**src/rtl/add_pkg.sv**
```systemverilog
// Shared helpers for the pipelined adder/subtractor: chunk sizing, configuration check, overflow rule.
package add_pkg;

    function automatic int unsigned chunk_width(input int unsigned n, input int unsigned stages);
        return n / stages;
    endfunction

    function automatic bit stages_ok(input int unsigned n, input int unsigned stages);
        return (n >= 2) && (stages >= 1) && (stages <= n) && ((n % stages) == 0);
    endfunction

    // Signed overflow: operands agree in sign but the result does not.
    function automatic logic ovf_flag(input logic a_msb, input logic b_msb, input logic s_msb);
        return (a_msb == b_msb) && (s_msb != a_msb);
    endfunction

endpackage

```
**src/rtl/add_chunk.sv**
```systemverilog
// Registered W-bit adder slice: partial sum, carry, running zero and top-slice overflow flag.
module add_chunk
    import add_pkg::*;
#(
    parameter int unsigned W = 4
) (
    input  logic         clk,
    input  logic         rst,
    input  logic         en_i,
    input  logic [W-1:0] a_i,
    input  logic [W-1:0] b_i,
    input  logic         c_i,
    input  logic         z_i,
    output logic [W-1:0] sum_o,
    output logic         cout_o,
    output logic         z_o,
    output logic         ovf_o
);

    localparam int unsigned WX = W + 1;

    logic [W:0]   total_d;
    logic [W-1:0] sum_q;
    logic         cout_q;
    logic         z_q;
    logic         ovf_q;

    assign total_d = WX'(a_i) + WX'(b_i) + WX'(c_i);

    // z_i carries "all lower slices were zero", so the top slice ends up with the full-width flag.
    always_ff @(posedge clk) begin
        if (rst) begin
            sum_q  <= '0;
            cout_q <= 1'b0;
            z_q    <= 1'b0;
            ovf_q  <= 1'b0;
        end else if (en_i) begin
            sum_q  <= total_d[W-1:0];
            cout_q <= total_d[W];
            z_q    <= z_i && (total_d[W-1:0] == '0);
            ovf_q  <= ovf_flag(a_i[W-1], b_i[W-1], total_d[W-1]);
        end
    end

    assign sum_o  = sum_q;
    assign cout_o = cout_q;
    assign z_o    = z_q;
    assign ovf_o  = ovf_q;

endmodule

```
**src/rtl/pipelined_add_sub.sv**
```systemverilog
// N-bit adder/subtractor with the carry chain split over STAGES registered chunks and valid/ready flow control.
module pipelined_add_sub
    import add_pkg::*;
#(
    parameter int unsigned N      = 16,
    parameter int unsigned STAGES = 4
) (
    input  logic         clk,
    input  logic         rst,
    input  logic         in_valid,
    output logic         in_ready,
    input  logic [N-1:0] a,
    input  logic [N-1:0] b,
    input  logic         cin,
    input  logic         sub,
    output logic         out_valid,
    input  logic         out_ready,
    output logic [N-1:0] sum,
    output logic         cout,
    output logic         ovf,
    output logic         zero
);

    localparam int unsigned CH = chunk_width(N, STAGES);

    if (!stages_ok(N, STAGES)) begin : g_bad_cfg
        $error("pipelined_add_sub: need N >= 2, 1 <= STAGES <= N and N divisible by STAGES");
    end

    logic                      advance;
    logic [N-1:0]              b_eff;
    logic                      c0;
    logic [STAGES-1:0]         vld_q;
    logic [N-1:0]              a_sk_q [STAGES];
    logic [N-1:0]              b_sk_q [STAGES];
    logic [N-1:0]              dsk_q  [STAGES];
    logic [N-1:0]              dsk_d  [STAGES];
    logic [N-1:0]              sum_full;
    logic [STAGES-1:0][CH-1:0] chunk_a;
    logic [STAGES-1:0][CH-1:0] chunk_b;
    logic [STAGES-1:0][CH-1:0] chunk_sum;
    logic [STAGES-1:0]         chunk_cin;
    logic [STAGES-1:0]         chunk_cout;
    logic [STAGES-1:0]         chunk_zin;
    logic [STAGES-1:0]         chunk_z;
    logic [STAGES-1:0]         chunk_ovf;
    logic                      unused_lower_ovf;

    assign advance  = out_ready || !out_valid;
    assign in_ready = advance;
    assign b_eff    = sub ? ~b : b;
    assign c0       = sub ? ~cin : cin;

    // Stage s sees chunk s of the operands after s skew registers, aligned with the carry from stage s-1.
    for (genvar s = 0; s < STAGES; s++) begin : g_stage
        if (s == 0) begin : g_first
            assign chunk_a[s]   = a[CH-1:0];
            assign chunk_b[s]   = b_eff[CH-1:0];
            assign chunk_cin[s] = c0;
            assign chunk_zin[s] = 1'b1;
        end else begin : g_next
            assign chunk_a[s]   = a_sk_q[s-1][s*CH +: CH];
            assign chunk_b[s]   = b_sk_q[s-1][s*CH +: CH];
            assign chunk_cin[s] = chunk_cout[s-1];
            assign chunk_zin[s] = chunk_z[s-1];
        end

        add_chunk #(
            .W (CH)
        ) u_chunk (
            .clk    (clk),
            .rst    (rst),
            .en_i   (advance),
            .a_i    (chunk_a[s]),
            .b_i    (chunk_b[s]),
            .c_i    (chunk_cin[s]),
            .z_i    (chunk_zin[s]),
            .sum_o  (chunk_sum[s]),
            .cout_o (chunk_cout[s]),
            .z_o    (chunk_z[s]),
            .ovf_o  (chunk_ovf[s])
        );
    end

    // Deskew: dsk_q[s] holds finished chunks 0..s-1 in step with stage s.
    always_comb begin
        dsk_d[0] = '0;
        for (int s = 1; s < STAGES; s++) begin
            dsk_d[s]                   = dsk_q[s-1];
            dsk_d[s][(s-1)*CH +: CH]   = chunk_sum[s-1];
        end
    end

    always_ff @(posedge clk) begin
        if (rst) begin
            vld_q <= '0;
            for (int s = 0; s < STAGES; s++) begin
                a_sk_q[s] <= '0;
                b_sk_q[s] <= '0;
                dsk_q[s]  <= '0;
            end
        end else if (advance) begin
            vld_q[0]  <= in_valid;
            a_sk_q[0] <= a;
            b_sk_q[0] <= b_eff;
            for (int s = 1; s < STAGES; s++) begin
                vld_q[s]  <= vld_q[s-1];
                a_sk_q[s] <= a_sk_q[s-1];
                b_sk_q[s] <= b_sk_q[s-1];
            end
            for (int s = 0; s < STAGES; s++) begin
                dsk_q[s] <= dsk_d[s];
            end
        end
    end

    always_comb begin
        sum_full                            = dsk_q[STAGES-1];
        sum_full[(STAGES-1)*CH +: CH]       = chunk_sum[STAGES-1];
    end

    // Only the top slice's overflow is meaningful; lower slices' flags are folded away.
    assign unused_lower_ovf = ^chunk_ovf;

    assign sum       = sum_full;
    assign out_valid = vld_q[STAGES-1];
    assign cout      = chunk_cout[STAGES-1];
    assign ovf       = chunk_ovf[STAGES-1];
    assign zero      = chunk_z[STAGES-1];

endmodule

```
**config.mk**
```make
export PLATFORM = sky130hd
export DESIGN_NAME = pipelined_add_sub
export DESIGN_NICKNAME = d
export VERILOG_FILES = /design/src/rtl/add_pkg.sv /design/src/rtl/add_chunk.sv /design/src/rtl/pipelined_add_sub.sv
export SDC_FILE = /design/constraint.sdc
export NUM_CORES = 1
export LEC_CHECK = 0
export BUFFER_PORTS_ARGS = -buffer_cell sky130_fd_sc_hd__buf_2
export CORE_MARGIN = 3
export CORE_UTILIZATION = 45
export DETAILED_ROUTE_END_ITERATION = 7
export GPL_TIMING_DRIVEN = 0
export PLACE_DENSITY = 0.65
export SLEW_MARGIN = 25
export SYNTH_ARGS = -nofsm -noshare
export SYNTH_HDL_FRONTEND = slang
export SYNTH_SLANG_ARGS = --single-unit
export TNS_END_PERCENT = 20
```
**constraint.sdc**
```tcl
create_clock -name clk -period 2.7 [get_ports clk]
set_input_delay 0.405 -clock clk [delete_from_list [all_inputs] [get_ports clk]]
set_output_delay 0.405 -clock clk [all_outputs]
set_load 0.005 [all_outputs]
```
# After elaboration in Yosys (flattened, before gate mapping)
# Memories as Yosys holds them, arrays and structs flattened.
# Index checks and enable logic that the tools add are counted.
[word_totals]
mem_bits_rw = 192
in_bits = 38
register_bits = 29
n_memories = 3
[classes]
eq_ne = 2
n_bitwise = 14
n_reduce_logical = 10
addsub = 8
mux = 19
[mem_list]
columns = ["memory", "words", "width", "rd", "rd_ports_with_merged_regs", "wr", "line_no", "source"]
rows = [
  ["a_sk_q", 4, 16, 3, 0, 4, "pipelined_add_sub.sv:34", "logic [N-1:0] a_sk_q [STAGES];"],
  ["b_sk_q", 4, 16, 3, 0, 4, "pipelined_add_sub.sv:35", "logic [N-1:0] b_sk_q [STAGES];"],
  ["dsk_q", 4, 16, 4, 0, 4, "pipelined_add_sub.sv:36", "logic [N-1:0] dsk_q [STAGES];"],
]
[ops]
columns = ["cell", "n"]
rows = [
  ["16-bit 2-to-1 mux", 13],
  ["4-bit by 4-bit adder with 5-bit output", 4],
  ["5-bit by 1-bit adder with 5-bit output", 4],
  ["4-bit logical NOT", 4],
  ["16-bit inverter", 1],
  ["1-bit OR", 12],
  ["1-bit 2-to-1 mux", 6],
  ["1-bit logical AND", 4],
  ["1-bit equality test", 1],
  ["1-bit logical NOT", 1],
  ["1-bit logical OR", 1],
  ["1-bit != test", 1],
  ["1-bit inverter", 1],
]

# Longest topological paths before layout
# Gate-level depths: netlist of run 1.
[logic_depth]
word_depth = 6
mapped_depth = 9
depth_no_buf = 7

# Modules after synthesis
# Synthesis of run 1 repeated with hierarchy kept, for this count alone.
[hier_totals]
hier_cells = 390
area_unflattened_um2 = 5171.2
[by_module_without_submodules]
columns = ["module", "instances", "area_each_um2", "cells_per_inst"]
rows = [
  ["pipelined_add_sub", 1, 3337.0, 196],
  ["add_chunk at g_stage[0].u_chunk ...", 3, 456.7, 48],
  ["add_chunk at g_stage[3].u_chunk", 1, 464.2, 50],
]

# Worst setup path after synthesis of run 1
# OpenSTA, ideal clock, no wires.
[synth_path]
path_kind = "input to register"
start = "input port rst"
end = "memory a_sk_q[0][10], enable pin"
slack_ns = -0.100
setup_time_ns = 0.442
required_ns = 2.258
t_arrival_ns = 2.358
n_path_buf = 1
stages = 2
path_cell_list = "buf_2 > nand2b_1"
[synth_rtl]
columns = ["element", "line_no", "source"]
rows = [
  ["start, declared", "pipelined_add_sub.sv:9", "input logic rst,"],
  ["end, declared", "pipelined_add_sub.sv:34", ""],
]

==> flow_summary.json, run 1 <==
{
  "crit_arrival_ps": 2200,
  "drc": 0,
  "cts_made_buffers": 9,
  "synth_most_common_cell": "edfxtp_1",
  "tightest_slew_ps": 557.3,
  "skew_ps": 15.04,
  "hold_depth": 3,
  "core_area_sq_um": 9371,
  "rsz0062_at_grt": "no",
  "reg2reg_to": "g_stage[2].u_chunk.z_o",
  "synth-seq-cells": 101,
  "yosysSeqAreaShare": 0.6243,
  "cts_tree": "done",
  "chipWidth_um": 104.8,
  "outcome": "finished clean",
  "yosys.area.top_type": "edfxtp_1",
  "setup_viol": 0,
  "maxCapViolCount": 0,
  "p_total_w": 0.003019,
  "via_per_inst": 4.731,
  "end_kind": "flip-flop",
  "post-place-ws_ps": 381.8,
  "synth_area_leaders": "edfxtp_1, dfxtp_1, and2_1",
  "ys_warn_count": 0,
  "nets": 470,
  "antenna_found_initial": 0,
  "netlist_area_sq_um": 4393,
  "r2r_cells": 5,
  "min_period_over_period": 0.7142,
  "synth_top_area_frac": 0.4922,
  "fin_crit_ps": 1928,
  "worstHoldStart": "in_valid",
  "ff_latch_area_sq_um": 2743,
  "ioPinCount": 59,
  "start_util": 0.4688,
  "fp.dieArea_sq_um": 10980,
  "grt_pass1_wl_um": 11680,
  "antenna_left": 0,
  "fin_util": 0.5395,
  "globalplace.congestion": 0.8075,
  "syn-num-nets": 401,
  "async_flop_share": 0,
  "crit_start": "b_sk_q[0][24]",
  "cts_resized": 0,
  "track_usage": 0.1353,
  "cts_buffer_depth": 2,
  "die_h_um": 104.8,
  "finalSetupTns_ps": 0,
  "synth-main-ff-cell": "edfxtp_1",
  "worstReg2RegStart": "b_sk_q[0][24]",
  "cts_htree_levels": 3,
  "grt_pass1_vias": 2361,
  "timing.final.max_slew_violations": 0,
  "r2r_slack_ps": 770,
  "hold_violations": 0,
  "grt_max_degree": 49,
  "stdcell_area_sq_um": 5056,
  "synthTopCellsByCount": "edfxtp_1, and2_1, dfxtp_1, nor2_1",
  "max_freq_ghz": 0.5186,
  "setup_slack_ps": 771.8,
  "hold_end": "vld_q[0]",
  "drive_above_1_share": 0.2350,
  "worst-path-max-fanout": 2,
  "vdd_drop_max_v": 0.0003260,
  "multi_input_area_sq_um": 1498,
  "wl_per_cell_um": 13.01,
  "io_buffers": 57,
  "synth_cell_types": 35,
  "hp-class": "in -> reg",
  "crit_type": "reg -> reg",
  "start_kind": "flip-flop",
  "avgSynthCellArea_sq_um": 12.81,
  "synth_edf_count": 72,
  "synth_cells": 343,
  "required_ps": 2970,
  "post-cts-setup-buffers": 0,
  "maxSlewHeadroom": 0.6284,
  "grt-ovfl-total": 0,
  "clk_pin_slew_ps": 100,
  "leakagePower_nw": 2.233,
  "area_growth_pct": 15.10,
  "fill_cells": 837,
  "first_iter_violations": 138,
  "vias": 2583,
  "power_density_nw_per_um2": 597.1,
  "cts_sinks": 101,
  "clock_latency_ps": 360,
  "dp_hpwl_um": 5208,
  "diodes": 0,
  "placed_area_sq_um": 4867,
  "dr.pass1.iters": 4,
  "clock-root-buffer": "clkbuf_8",
  "rows": 35,
  "routed_wl_um": 7105,
  "holdBufCountCts": 0
}
[sequential cells by signal (all words and copies together), names as in the netlist]
name,cells
g_stage.u_chunk.cout_o,4
g_stage.u_chunk.z_o,4
a_sk_q,24
dsk_q,24
g_stage.u_chunk.ovf_o,1
g_stage.u_chunk.sum_o,16
b_sk_q,24
vld_q,4
[stage by stage]
step	cells	hold WS, ps
after detailed placement	530	443.3
after global routing	546	261.2
after global placement	529	437.1
final	546	281.7
after floorplan	343	427.3
after CTS	546	262.2
[how the worst max path moves through the flow]
| stage | endpoint | slack [ps] |
|---|---|---|
| after CTS | g_stage[1].u_chunk.cout_o | 760 |
| after detailed placement | g_stage[0].u_chunk.cout_o | 380 |
| after global routing | g_stage[2].u_chunk.cout_o | 680 |
| final | g_stage[2].u_chunk.z_o | 770 |
| after global placement | dsk_q[2][4] | 210 |
| after floorplan | g_stage[0].u_chunk.cout_o | 520 |
[report_power, final]
group	internal, W	total [W]	switching [W]
clock	0.000375	0.000905	0.000529
combinational	0.000159	0.000316	0.000157
sequential	0.00176	0.00180	0.0000343
[critical path, cell delays in order (launching register included)]
cell and delay [ps]:
edfxtp_1 410, fa_1 470, fa_1 430, xnor2_1 300, nand4_1 140, o32ai_1 110
[routing by layer]
metal | up-vias | part of all wire | GRT usage
met5 | - | 0 | 0
met4 | 0 | 0.018 | 0.04873
met3 | 12 | 0.046 | 0.03397
met2 | 60 | 0.49 | 0.2195
met1 | 1200 | 0.45 | 0.1766
li1 | 1311 | - | -
[layout by cell type, fill, tap and decap left out, types with 2 or more instances in the layout]
cell / netlist / routed
nor3b_1: 5 / 5
dfxtp_1: 29 / 29
edfxtp_1: 72 / 72
xnor2_1: 19 / 19
nand2_1: 19 / 19
nor3_1: 4 / 4
o32ai_1: 2 / 2
inv_6: 0 / 4
a21o_1: 9 / 9
clkbuf_1: 3 / 3
buf_4: 7 / 7
ha_1: 12 / 12
clkbuf_8: 0 / 10
o21ai_0: 3 / 3
xor2_1: 7 / 7
a211oi_1: 9 / 9
buf_2: 10 / 67
a21oi_1: 13 / 13
and2_1: 60 / 60
fa_1: 8 / 8
nand3b_1: 3 / 3
inv_1: 7 / 7
nor2_1: 27 / 27
[cells by family (layout without fill, tap and decap cells)]
| family | count (synthesis) | count (layout) | share of synthesized area |
|---|---|---|---|
| buffers and inverters | 30 | 104 | 0.03646 |
| and+or+nand+nor | 126 | 126 | 0.1564 |
| adders and majority gates | 20 | 20 | 0.07063 |
| AOI/OAI and AO/OA | 40 | 40 | 0.06038 |
| xor gates and xnor gates | 26 | 26 | 0.05184 |
| DFF | 101 | 101 | 0.6243 |
[layout make-up]
cell class	instances	share of cell area
Multi-Input combinational cell	212	0.2962
Buffer	22	0.02574
Clock buffer	10	0.02722
Inverter	8	0.005939
Timing Repair Buffer	58	0.06038
Sequential cell	101	0.5424
Clock inverter	6	0.01015
Tap cell	129	0.03192
(Power assumes the default switching activity.)
==> run 2, diff against run 1 <==
- PLACE_DENSITY: 0.65 -> 0.63
- clock period: 2.7 -> 1.9 ns (I/O delays scaled with it)
==> run 2 against run 1 <==
Net effect:
- flip-flop and latch count unchanged
- highest routed layer unchanged
- critical path type unchanged
- design area increased by 0.47%
- largest cell class unchanged
- combinational power is 42% higher
==> flow_summary.json, run 2 (synthesis gave the netlist of run 1 again) <==
{
  "start_kind": "flip-flop",
  "via_per_inst": 4.662,
  "crit_arrival_ps": 2090,
  "cts_made_buffers": 9,
  "setup_viol": 0,
  "setup_slack_ps": 63.60,
  "drive_above_1_share": 0.2500,
  "r2r_cells": 5,
  "clock-root-buffer": "clkbuf_8",
  "cts_buffer_depth": 2,
  "clk_pin_slew_ps": 90,
  "dp_hpwl_um": 5222,
  "cts_sinks": 101,
  "reg2reg_to": "g_stage[3].u_chunk.z_o",
  "first_iter_violations": 75,
  "globalplace.congestion": 0.8268,
  "max_freq_ghz": 0.5445,
  "reg.largest.list": "a_sk_q (24), b_sk_q (24), dsk_q (24)",
  "chipWidth_um": 104.8,
  "final_common_cell": "edfxtp_1",
  "grt_pass1_wl_um": 11720,
  "clock_latency_ps": 360,
  "min_period_over_period": 0.9665,
  "end_kind": "flip-flop",
  "p_total_w": 0.004306,
  "antenna_left": 0,
  "power_density_nw_per_um2": 847.6,
  "start_util": 0.4688,
  "clkPwrFrac": 0.301,
  "wl_per_cell_um": 13.07,
  "tightest_slew_ps": 548.1,
  "maxSlewHeadroom": 0.6346,
  "area_growth_pct": 15.64,
  "grt_pass1_vias": 2419,
  "vias": 2541,
  "fp.dieArea_sq_um": 10980,
  "track_usage": 0.1353,
  "diodes": 0,
  "grt-ovfl-total": 0,
  "hp-class": "in -> reg",
  "cts_htree_levels": 3,
  "core_area_sq_um": 9371,
  "worstHoldStart": "in_valid",
  "combPwrFrac": 0.104,
  "outcome": "finished clean",
  "drc": 0,
  "hold_end": "vld_q[0]",
  "routed_wl_um": 7121,
  "nets": 469,
  "vdd_drop_max_v": 0.0004319,
  "skew_ps": 6.962,
  "timing.final.max_slew_violations": 0,
  "hold_depth": 3,
  "seqPwrFrac": 0.595,
  "fin_crit_ps": 1836,
  "post-cts-setup-buffers": 0,
  "worst-path-max-fanout": 2,
  "grt_max_degree": 49,
  "required_ps": 2150,
  "leakagePower_nw": 2.226,
  "switchingPower_w": 0.001036,
  "io_buffers": 57,
  "ioPinCount": 59,
  "worstReg2RegStart": "a_sk_q[0][44]",
  "die_h_um": 104.8,
  "finalSetupTns_ps": 0,
  "rsz0062_at_grt": "yes",
  "r2r_slack_ps": 60,
  "netSwitchingFraction": 0.2406,
  "dr.pass1.iters": 4,
  "antenna_found_initial": 0,
  "rows": 35,
  "p_int_w": 0.003270,
  "cts_tree": "done",
  "hold_violations": 0,
  "post-place-ws_ps": -323.5,
  "final_cell_mix": "edfxtp_1, buf_2, and2_1",
  "maxCapViolCount": 0,
  "crit_type": "reg -> reg"
}
-- run 2: changes by cell type in the layout (fill, tap and decap cells not counted) --
cell / change
inv_8: +2
a211oi_2: +2
clkinv_4: +1
buf_4: -1
inv_6: -4
xnor2_1: -1
a211oi_1: -2
clkinvlp_4: +1
xnor2_2: +1
fa_2: +4
fa_1: -4
-- run 2: area by class of cell --
class | count | area (sq um)
Clock inverter | 6 | 55.05
Timing Repair Buffer | 58 | 305.3
Inverter | 8 | 30.03
Fill cell | 865 | 4292
Clock buffer | 10 | 137.6
Buffer | 21 | 122.6
Tap cell | 129 | 161.4
Sequential cell | 101 | 2743
Multi-Input combinational cell | 212 | 1525
-- run 2: power by group through the flow --
stage	combinational [W]	sequential, W	clock (W)
6_report	0.000448	0.00256	0.00130
5_1_grt	0.000510	0.00258	0.00141
4_1_cts	0.000452	0.00256	0.00132
3_5_place_dp	0.000449	0.00261	0
3_3_place_gp	0.000436	0.00261	0
2_1_floorplan	0.000308	0.00260	0
-- run 2: metrics by stage --
stage	hold WS (ps)	area, sq um	std cells	util
2_1_floorplan	425.5	4395	343	-
3_3_place_gp	437.2	4842	529	0.5167
3_5_place_dp	441.0	4867	530	0.5194
4_1_cts	152.6	5067	546	0.5407
5_1_grt	155.6	5080	545	0.5421
6_report	160.3	5080	545	0.5421
-- run 2: timing repair --
item / CTS / global route
hold buffers: 0 / 0
gates resized for setup: 3 / 4
pin swaps: 0 / 1
endpoints found under the setup margin: 3 / 5
gates cloned: 0 / 0
-- run 2: routing by layer --
| metal | vias to the layer above | wire length [um] | track usage |
|---|---|---|---|
| met4 | 0 | 81 | 0.03936 |
| met2 | 65 | 3392 | 0.2181 |
| met1 | 1162 | 3247 | 0.1754 |
| li1 | 1307 | - | - |
| met5 | - | 0 | 0 |
| met3 | 7 | 400 | 0.04385 |
-- run 2: worst max-delay path, cell delays in order, from the launching register on --
cell and delay [ps]:
edfxtp_1 430, fa_2 380, inv_1 80, fa_1 440, nor3b_1 160, a41o_1 240
-- run 2: how the worst max path moves through the flow --
stage / from / to / cells after the start
2_1_floorplan: sub / g_stage[0].u_chunk.cout_o / 9
3_3_place_gp: rst / a_sk_q[0][4] / 3
3_5_place_dp: sub / g_stage[0].u_chunk.cout_o / 9
4_1_cts: b_sk_q[0][44] / g_stage[3].u_chunk.z_o / 5
5_1_grt: a_sk_q[0][44] / g_stage[3].u_chunk.z_o / 5
6_report: a_sk_q[0][44] / g_stage[3].u_chunk.z_o / 5
==> run 3, diff against run 2 <==
- CORE_ASPECT_RATIO: unset -> 0.5
- GPL_TIMING_DRIVEN: 0 -> unset
- PLACE_DENSITY: 0.63 -> unset
==> run 3 against run 2 <==
Net effect:
- die area increased by 0.65%
- utilization increased by 2.0 points
- flip-flop and latch count unchanged
- combinational power decreased by 0.9%
- fmax increased by 1.9%
- worst setup slack improved by 35 ps
- critical path depth unchanged
- power increased by 7.7%
- largest cell class unchanged
==> flow_summary.json, run 3 (synthesis gave the netlist of run 1 again) <==
{
  "wl_per_cell_um": 13.27,
  "crit_type": "reg -> reg",
  "hp-class": "in -> reg",
  "clock-root-buffer": "clkbuf_16",
  "ioPinCount": 59,
  "chipWidth_um": 145.7,
  "min_period_over_period": 0.9483,
  "crit_arrival_ps": 2050,
  "first_iter_violations": 89,
  "vias": 2485,
  "fin_crit_ps": 1802,
  "post-place-ws_ps": -99.44,
  "end_kind": "flip-flop",
  "setup_slack_ps": 98.21,
  "cts_buffer_depth": 2,
  "grt_max_degree": 36,
  "start_kind": "flip-flop",
  "die_h_um": 75.87,
  "placed_area_sq_um": 4828,
  "outcome": "finished clean",
  "clock_latency_ps": 340,
  "required_ps": 2150,
  "via_per_inst": 4.645,
  "hold_violations": 0,
  "rsz0062_at_grt": "no",
  "p_total_w": 0.004639,
  "cts_htree_levels": 3,
  "maxCapViolCount": 0,
  "final_common_cell": "edfxtp_1",
  "post-cts-setup-buffers": 0,
  "stdcell_area_sq_um": 5114,
  "grt_pass1_wl_um": 11640,
  "cts_tree": "done",
  "tightest_slew_ps": 524.8,
  "routed_wl_um": 7097,
  "dp_hpwl_um": 4967,
  "ff_latch_area_sq_um": 2743,
  "multi_input_area_sq_um": 1525,
  "r2r_cells": 5,
  "area_growth_pct": 16.41,
  "fill_cells": 781,
  "io_buffers": 58,
  "rows": 24,
  "skew_ps": 6.015,
  "hold_depth": 3,
  "max_freq_ghz": 0.5550,
  "maxSlewHeadroom": 0.6501,
  "leakagePower_nw": 2.220,
  "track_usage": 0.1375,
  "diodes": 0,
  "fp.dieArea_sq_um": 11060,
  "grt_pass1_vias": 2527,
  "globalplace.congestion": 0.7672,
  "cts_sinks": 101,
  "power_density_nw_per_um2": 907.2,
  "clk_pin_slew_ps": 70,
  "grt-ovfl-total": 0,
  "setup_viol": 0,
  "reg.largest.list": "a_sk_q (24), b_sk_q (24), dsk_q (24)",
  "timing.final.max_slew_violations": 0,
  "dr.pass1.iters": 4,
  "drive_above_1_share": 0.2247,
  "final_cell_mix": "edfxtp_1, and2_1, buf_2",
  "worst-path-max-fanout": 2,
  "core_area_sq_um": 9099,
  "antenna_left": 0,
  "vdd_drop_max_v": 0.0003715,
  "start_util": 0.4828,
  "cts_made_buffers": 9,
  "drc": 0,
  "antenna_found_initial": 0,
  "nets": 458
}
run 3: per-layer routing:
metal	global-route usage	part of all wire	vias to the layer above
met4	0.06204	0.015	0
met3	0.03981	0.054	11
met2	0.2427	0.48	54
met5	0	0	-
li1	-	-	1285
met1	0.1621	0.46	1135
run 3: per-stage QoR:
stage | hold slack (ps) | instances | utilization | setup TNS (ps)
after global placement | 437.4 | 519 | 0.5307 | -10.93
after global routing | 226.7 | 535 | 0.5620 | 0
after CTS | 189.7 | 535 | 0.5595 | 0
after floorplan | 425.5 | 343 | - | -254.3
final | 199.4 | 535 | 0.5620 | 0
after detailed placement | 444.6 | 519 | 0.5307 | -114.3
run 3: final cells by class:
cell class,count,area share
Inverter,8,0.005872
Tap cell,130,0.03181
Clock inverter,3,0.004404
Sequential cell,101,0.5363
Timing Repair Buffer,68,0.07634
Clock buffer,13,0.04698
Multi-Input combinational cell,212,0.2983
run 3: report_power, final:
part | leakage [nW] | internal [W] | switching (W) | total [W]
combinational | 1.01 | 0.000224 | 0.000219 | 0.000444
clock | 0.116 | 0.000890 | 0.000745 | 0.00163
sequential | 1.09 | 0.00251 | 0.0000504 | 0.00256
run 3: timing repair:
| action | 4_1_cts | 5_1_grt |
|---|---|---|
| hold buffers | 0 | 0 |
| endpoints found under the setup margin | 0 | 5 |
| gates resized for setup | 0 | 6 |
run 3: final timing paths:
kind	startpoint	endpoint	slack, ps
setup reg to reg	b_sk_q[0][24]	g_stage[2].u_chunk.sum_o[2]	100
hold reg to reg	g_stage[0].u_chunk.sum_o[1]	g_stage[0].u_chunk.sum_o[1]	450
hold / removal	in_valid	vld_q[0]	200
setup / recovery	b_sk_q[0][24]	g_stage[2].u_chunk.sum_o[2]	100
run 3: critical path, stage by stage (launching register included):
cell and delay [ps]:
edfxtp_1 400, fa_1 460, fa_2 370, xnor2_1 160, buf_4 140, a211oi_1 200
